<file path="config.mk">
export PLATFORM = sky130hd
export DESIGN_NAME = muldiv_unit
export DESIGN_NICKNAME = d
export VERILOG_FILES = /design/src/rtl/muldiv_unit.sv
export SDC_FILE = /design/constraint.sdc
export NUM_CORES = 1
export LEC_CHECK = 0
export ABC_AREA = 1
export CAP_MARGIN = 20
export CORE_MARGIN = 4
export CORE_UTILIZATION = 25
export DETAILED_ROUTE_END_ITERATION = 10
export DONT_BUFFER_PORTS = 1
export MAX_ROUTING_LAYER = met4
export PLACE_DENSITY = 0.37
export SYNTH_ARGS = -nofsm -noshare
export SYNTH_HDL_FRONTEND = slang
export SYNTH_SLANG_ARGS = --single-unit
export TNS_END_PERCENT = 100
</file>
<file path="constraint.sdc">
create_clock -name clk -period 3.1 [get_ports clk]
set_input_delay 0.62 -clock clk [delete_from_list [all_inputs] [get_ports clk]]
set_output_delay 0.62 -clock clk [all_outputs]
set_load 0.02 [all_outputs]
</file>
<file path="src/rtl/muldiv_unit.sv">
// Iterative HI/LO unit: 32-step shift-add multiply and restoring divide.
// Owns the HI/LO registers and holds the pipeline until a result commits.
module muldiv_unit #(
  parameter int DATA_W = 32
) (
  input  logic              clk,
  input  logic              rst_n,
  input  logic              en,
  input  logic [5:0]        funct,
  input  logic [DATA_W-1:0] operand_1,
  input  logic [DATA_W-1:0] operand_2,
  input  logic              flush,
  output logic              stall_req,
  output logic              done,
  output logic [DATA_W-1:0] hi,
  output logic [DATA_W-1:0] lo
);

  localparam int CNT_W = $clog2(DATA_W);

  localparam logic [5:0] F_MTHI  = 6'h11;
  localparam logic [5:0] F_MTLO  = 6'h13;
  localparam logic [5:0] F_MULT  = 6'h18;
  localparam logic [5:0] F_MULTU = 6'h19;
  localparam logic [5:0] F_DIV   = 6'h1A;
  localparam logic [5:0] F_DIVU  = 6'h1B;

  typedef enum logic [1:0] {IDLE, RUN, FIX} state_t;

  state_t              state;
  logic [CNT_W-1:0]    counter;
  logic [2*DATA_W-1:0] acc;
  logic [DATA_W-1:0]   b_reg;
  logic [DATA_W-1:0]   orig_op1;
  logic                is_div;
  logic                neg_q;
  logic                neg_r;

  // Operation decode and operand conditioning
  logic              multi_op;
  logic              signed_op;
  logic              div_op;
  logic              op1_neg;
  logic              op2_neg;
  logic [DATA_W-1:0] mag1;
  logic [DATA_W-1:0] mag2;
  logic              start;

  assign multi_op  = (funct == F_MULT) || (funct == F_MULTU) ||
                     (funct == F_DIV)  || (funct == F_DIVU);
  assign signed_op = (funct == F_MULT) || (funct == F_DIV);
  assign div_op    = (funct == F_DIV)  || (funct == F_DIVU);
  assign op1_neg   = signed_op & operand_1[DATA_W-1];
  assign op2_neg   = signed_op & operand_2[DATA_W-1];
  assign mag1      = op1_neg ? -operand_1 : operand_1;
  assign mag2      = op2_neg ? -operand_2 : operand_2;
  assign start     = (state == IDLE) & en & multi_op & ~done & ~flush;

  assign stall_req = (state != IDLE) | (en & multi_op & ~done);

  // One iteration step. Multiply keeps {partial product, multiplier} in acc and
  // shifts right; divide keeps {remainder, dividend/quotient} and shifts left.
  logic [DATA_W:0]     mul_sum;
  logic [DATA_W:0]     div_trial;
  logic                div_ge;
  logic [DATA_W-1:0]   div_diff;
  logic [2*DATA_W-1:0] acc_step;

  assign mul_sum   = {1'b0, acc[2*DATA_W-1:DATA_W]} + (acc[0] ? {1'b0, b_reg} : '0);
  assign div_trial = {acc[2*DATA_W-1:DATA_W], acc[DATA_W-1]};
  assign div_ge    = div_trial >= {1'b0, b_reg};
  assign div_diff  = div_trial[DATA_W-1:0] - b_reg;
  assign acc_step  = !is_div ? {mul_sum, acc[DATA_W-1:1]} :
                     div_ge  ? {div_diff, acc[DATA_W-2:0], 1'b1} :
                               {div_trial[DATA_W-1:0], acc[DATA_W-2:0], 1'b0};

  // Sign fix-up applied when the result is committed
  logic [2*DATA_W-1:0] prod_fix;
  logic [DATA_W-1:0]   quo_fix;
  logic [DATA_W-1:0]   rem_fix;

  assign prod_fix = neg_q ? -acc : acc;
  assign quo_fix  = neg_q ? -acc[DATA_W-1:0] : acc[DATA_W-1:0];
  assign rem_fix  = neg_r ? -acc[2*DATA_W-1:DATA_W] : acc[2*DATA_W-1:DATA_W];

  // NOTE: state registers use non-blocking assignments so every flop samples
  // pre-edge values; blocking here would chain updates within one edge.
  always_ff @(posedge clk or negedge rst_n) begin
    if (!rst_n) begin
      state    <= IDLE;
      counter  <= '0;
      acc      <= '0;
      b_reg    <= '0;
      orig_op1 <= '0;
      is_div   <= 1'b0;
      neg_q    <= 1'b0;
      neg_r    <= 1'b0;
      hi       <= '0;
      lo       <= '0;
      done     <= 1'b0;
    end else begin
      done <= 1'b0;
      if (flush) begin
        state <= IDLE;
      end else begin
        unique case (state)
          IDLE: begin
            if (start) begin
              state    <= RUN;
              counter  <= '0;
              acc      <= {{DATA_W{1'b0}}, div_op ? mag1 : mag2};
              b_reg    <= div_op ? mag2 : mag1;
              orig_op1 <= operand_1;
              is_div   <= div_op;
              neg_q    <= op1_neg ^ op2_neg;
              neg_r    <= op1_neg;
            end else if (en && funct == F_MTHI) begin
              hi <= operand_1;
            end else if (en && funct == F_MTLO) begin
              lo <= operand_1;
            end
          end
          RUN: begin
            acc     <= acc_step;
            counter <= counter + 1'b1;
            if (counter == CNT_W'(DATA_W - 1)) state <= FIX;
          end
          FIX: begin
            state <= IDLE;
            done  <= 1'b1;
            if (!is_div) begin
              {hi, lo} <= prod_fix;
            end else if (b_reg == '0) begin
              lo <= '1;
              hi <= orig_op1;
            end else begin
              lo <= quo_fix;
              hi <= rem_fix;
            end
          end
          default: state <= IDLE;
        endcase
      end
    end
  end

endmodule
</file>
==> Word level (Yosys, flattened, before mapping) <==
Index checks and enable logic that the tools add are counted.
{ "op_classes": {"n_addsub": 8, "magnitude_cmp": 1, "n_eq_ne": 16, "muxes": 31, "bitwise": 12, "n_reduce_logical": 17} }
{ "op_table": {"columns": ["op", "n"], "rows": [
  ["32-bit two-way mux", 16],
  ["64-bit two-way mux", 4],
  ["32-bit negation", 4],
  ["32-bit one-hot mux with 2 select lines", 2],
  ["64-bit one-hot mux with 2 select lines", 1],
  ["64-bit negation", 1],
  ["6-bit by 5-bit == test with 1-bit output, second input constant", 6],
  ["32-bit by 32-bit adder with 33-bit output", 1],
  ["33-bit by 32-bit greater-or-equal comparator with 1-bit output", 1],
  ["32-bit logical NOT", 1],
  ["32-bit subtractor", 1],
  ["5-bit one-hot mux with 2 select lines", 1],
  ["1-bit AND", 8],
  ["2-bit two-way mux", 3],
  ["2-bit inequality test, second input constant", 3],
  ["3-bit inequality test, second input constant", 2],
  ["3-bit AND reduction", 2],
  ["2-bit nonzero test", 3],
  ["5-bit by 1-bit adder with 5-bit output, second input constant", 1],
  ["5-bit == test, second input constant", 1],
  ["1-bit logical OR", 5],
  ["5-bit two-way mux", 1],
  ["5-bit AND reduction", 1],
  ["2-bit by 1-bit inequality test with 1-bit output, second input constant", 2],
  ["11 further kinds", 14]
]} }
{ "word_totals": {"register_bits": 203, "input_bits": 74, "out_inout_bits": 66} }

==> Logic depth before layout (Yosys ltp) <==
{ "depth": {"ltp_word": 10, "mapped_depth": 20, "ltp_nobuf": 18} }

==> Worst setup path after synthesis <==
No wires, ideal clock.
{ "synth_path": {"kind": "reg-to-reg", "start": "register acc[0]", "end": "register acc[59]", "setup_ns": 0.116, "arrival_time_ns": 2.411, "required_ns": 2.984, "path_slack_ns": 0.573, "path_stages_with_launch": 20, "n_path_buf": 2, "synth_period_minus_slack_ns": 2.527, "path_cell_list": "dfrtp_1 buf_2 clkbuf_1 nand2_1 inv_1 ha_1 inv_1 fa_1 o21ai_0 nand2_1 nand2_1 nand2_1 nand2_1 nand2_1 nand3_1 nand3_1 nand2_1 inv_1 nand2_1 nand2_1"} }
{ "synth_between": {"elab_chain_len": 4} }
{ "synth_rtl": {"columns": ["item", "line_no", "text"], "rows": [
  ["start: declaration", "32", "logic [2*DATA_W-1:0] acc;"],
  ["start signal: assignment", "111", "acc <= {{DATA_W{1'b0}}, div_op ? mag1 : mag2};"],
  ["start signal: assignment", "124", "acc <= acc_step;"],
  ["32-bit two-way mux", "69", "assign mul_sum = {1'b0, acc[2*DATA_W-1:DATA_W]} + (acc[0] ? {1'b0, b_reg} : '0);"],
  ["32-bit by 32-bit adder with 33-bit output", "69", null],
  ["64-bit two-way mux", "73", "assign acc_step = !is_div ? {mul_sum, acc[DATA_W-1:1]} :"],
  ["64-bit one-hot mux with 2 select lines", "106", "unique case (state)"]
]} }
No other way between the ends.
A chain may end at the register's enable or synchronous reset.

==> Worst setup path in the final report <==
{ "layout_path": {"start": "register acc[31]", "end": "register acc[44]"} }
{ "layout_between": {"elab_chain_len": 4} }
{ "layout_rtl": {"columns": ["item", "line_no", "text"], "rows": [
  ["32-bit subtractor / 33-bit by 32-bit greater-or-equal comparator with 1-bit output (equally long branches)", "72, 71", null],
  ["64-bit two-way mux (*)", "74", "div_ge ? {div_diff, acc[DATA_W-2:0], 1'b1} :"],
  ["64-bit two-way mux (*)", "73", null],
  ["64-bit one-hot mux with 2 select lines (*)", "106", null]
]} }
Every way passes the cells marked *; elsewhere a longest branch is shown, timed or not.

==> impl_metrics.json <==
{
  "die-height_um": 294,
  "cts-buffers-inserted": 28,
  "dpl-instance-area_um2": 22200,
  "power_per_cell_area_nw_per_um2": 744,
  "nets": 3670,
  "worstSetupEndpointType": "flop",
  "dp_slack_ns": 0.285,
  "chipWidth_um": 294,
  "p_comb_share_pct": 54.7,
  "outcome": "finished, violations left",
  "clock_power_share_pct": 21.2,
  "final.setup_skew_ns": 0.0426,
  "layout_setup_ws_ns": 0.272,
  "grt_setup_unrepaired": "no",
  "detail_route.drc_violations": 0,
  "post_synth_inst_count": 3495,
  "fill_cell_instance_count_of_the_final_layout": 9408,
  "antenna_found_initial": 1,
  "cp_num_buf_inv": 3,
  "stdcell_area_um2": 23200,
  "drive_gt1_share_pct": 6.57,
  "synthToLayoutAreaGrowth_pct": 13.9,
  "share_seq_of_total_power_pct": 24.0,
  "htree_num_levels": 1,
  "cp.depth": 14,
  "ys.warnings.count": 0,
  "multi_input_gate_area_in_the_final_layout_um2": 13200,
  "avgSynthCellArea_um2": 5.83,
  "min-delay-path-class": "in -> async",
  "worstReg2RegEnd": "acc[44]",
  "synth_edf_count": 0,
  "power.internal_uw": 8320,
  "slew_violations": 0,
  "clk-insertion-delay-late_ns": 0.59,
  "regMostFlops": "acc",
  "firstDrtPassIters": 6,
  "grt_overflow": 0,
  "timing.critical_path.arrival_ns": 3.27,
  "startpoint_type": "flop",
  "grt_first_pass_wirelength_um": 159000,
  "wire_length_after_detailed_routing_um": 111000,
  "core_area_um2": 80700,
  "ctsLongestPathBuffers": 3,
  "initial_utilization_pct": 25.3,
  "ios": 140,
  "regArea_um2": 5080,
  "timing_worst_setup_path_type": "reg -> reg",
  "switching_share_pct": 51.8,
  "max_clock_freq_mhz": 354,
  "num_rows": 104,
  "vdd_drop_max_mv": 0.424,
  "drv_cap": 0,
  "grt.total_usage_pct": 25.8,
  "area_of_the_die_um2": 86200,
  "cp_delay_by_family_top": "simple AND/OR/NAND/NOR gates",
  "cp_cell_sequence": "inv_1 -> ha_1 -> inv_1 -> fa_1 -> nand3_1 -> nand2_1 -> a21oi_1 -> inv_1 -> nand2_1 -> nand2_1 -> xnor2_1 -> nand3_1 -> nand3_1 -> nand2_1",
  "min_period_ns": 2.83,
  "instances_no_fill": 4606,
  "post-route-period-util_pct": 91.2,
  "routedWlPerCell_um": 24.0,
  "largest_register_ffs": 64,
  "cpMostUsedCell": "sky130_fd_sc_hd__nand2_1",
  "number_of_cells_in_the_design_after_placement": 4554,
  "total_switching_power_uw": 8950,
  "fin_hold_ws_ns": -0.203,
  "clock_tree.root_cell": "sky130_fd_sc_hd__clkbuf_16",
  "cpMaxStageDelayCell": "sky130_fd_sc_hd__fa_1",
  "cts_tree": "done",
  "vias_in_the_first_global_route": 22100,
  "ys_async_sr_fraction_pct": 100,
  "clk_transition_reported_paths_ns": 0.06,
  "syn-num-nets": 3641,
  "post_synth_instance_area_um2": 20400,
  "port_buffers": 0,
  "reg2reg_slack_ns": 0.27,
  "violations": "hold timing",
  "final_antenna_net_count": 0,
  "crit_path_max_incr_delay_ns": 0.47,
  "cp_max_fo": 5,
  "worst_r2r_path_depth": 14,
  "finalSetupViolations": 0,
  "worst_max_slew_pin_slew_ns": 0.731,
  "detail_route.vias_per_cell": 5.05,
  "yosys.cell_types.count": 48,
  "ys_ff_latch": 203,
  "worst_slew_margin_rel_pct": 51.3,
  "tns_ns": 0,
  "synthFlopType": "sky130_fd_sc_hd__dfrtp_1",
  "power.leakage_uw": 0.0116,
  "synth.yosys.seq_area_share_pct": 24.9,
  "initialDrtViolationCount": 2238,
  "maximum_number_of_pins_on_one_net_before_global_route_repair": 204,
  "placer_congestion": 0.978,
  "dp.final_hpwl_um": 90900,
  "hold_viol_final": 203,
  "route.vias.total": 23200,
  "worstPathRequired_ns": 3.55,
  "regToRegStartpoint": "acc[31]",
  "clock-sinks": 203,
  "antenna_cells": 0
}
[final cells by class]
| cell class | instances | area share, % |
|---|---|---|
| clock buffers | 38 | 3.31 |
| clock inverters | 14 | 1.02 |
| inverters | 420 | 6.81 |
| multi-input cells | 2752 | 56.9 |
| flip-flops and latches | 203 | 21.9 |
| well taps | 1060 | 5.71 |
| repair buffers | 119 | 4.35 |
[layout by cell type, fill, tap and decap left out, types with 40 or more instances in the layout]
cell type	count
sky130_fd_sc_hd__a21oi_1	192
sky130_fd_sc_hd__buf_4	109
sky130_fd_sc_hd__dfrtp_1	201
sky130_fd_sc_hd__ha_1	70
sky130_fd_sc_hd__inv_1	402
sky130_fd_sc_hd__nand2_1	1107
sky130_fd_sc_hd__nand3_1	364
sky130_fd_sc_hd__nand4_1	48
sky130_fd_sc_hd__nor2_1	492
sky130_fd_sc_hd__o21ai_0	141
sky130_fd_sc_hd__o21ai_1	40
sky130_fd_sc_hd__xor2_1	69
[Yosys cell counts (all sizes together), types with 3 or more instances]
cell type / n / area share [%]
xor2: 69 / 3.0
o21a: 4 / 0.15
clkbuf: 54 / 0.99
or2: 8 / 0.25
and2: 3 / 0.092
nand3b: 21 / 0.77
ha: 70 / 4.3
a31oi: 4 / 0.12
o221ai: 14 / 0.60
a21boi: 5 / 0.18
a22oi: 30 / 1.1
o211ai: 32 / 1.2
nand4: 48 / 1.5
dfrtp: 203 / 25
xnor2: 12 / 0.52
a21o: 6 / 0.22
nor3: 33 / 0.86
o21bai: 9 / 0.33
a21oi: 195 / 4.8
nor2: 513 / 9.8
buf: 66 / 1.7
nand3: 368 / 9.1
nand2: 1118 / 21
inv: 418 / 7.7
o21ai: 182 / 4.5
[what timing repair did]
item | in CTS | in global routing
setup endpoints to repair | 0 | 1
resized for setup | 0 | 1
hold endpoints to repair | 203 | 203
setup buffers | 0 | 0
[cells by family after synthesis]
group	share of synthesized area, %
buffers and inverters	10.4
adders and majority gates	4.49
AOI/OAI and AO/OA	13.4
and+or+nand+nor	43.3
DFF	24.9
xor gates and xnor gates	3.48
[layer usage]
layer	track usage, %	vias to the layer above	routed length (um)
met3	2.68	106	5990
met1	36.7	11100	52600
met4	5.31	0	2630
li1	-	11300	-
met2	39.8	696	49500
met5	-	-	0
[worst max-delay path by stage]
| stage | from | end | slack, ns |
|---|---|---|---|
| floorplan | acc[0] | acc[59] | 0.57 |
| global route | acc[0] | acc[61] | 0.06 |
| detailed placement | acc[0] | acc[61] | 0.28 |
| CTS | acc[0] | acc[61] | 0.26 |
| finish | acc[31] | acc[44] | 0.27 |
| global placement | acc[0] | acc[61] | 0.24 |
[through the flow]
step                      total power (uW)  util (%)  hold WS (ns)
after floorplan                       9770         -         0.324
after global placement               13600      27.5         0.358
after detailed placement             13500      27.5         0.359
after CTS                            17200      28.8        -0.275
after global routing                 18500      28.8        -0.234
final                                17300      28.8        -0.203
[power by group through the flow]
| stage | clock network, uW | logic, uW | registers, uW |
|---|---|---|---|
| floorplan | 0 | 5980 | 3790 |
| global placement | 0 | 9430 | 4170 |
| detailed placement | 0 | 9320 | 4170 |
| CTS | 3740 | 9370 | 4120 |
| global route | 3810 | 10500 | 4190 |
| finish | 3670 | 9450 | 4150 |
Power figures use the tool's default switching activity.
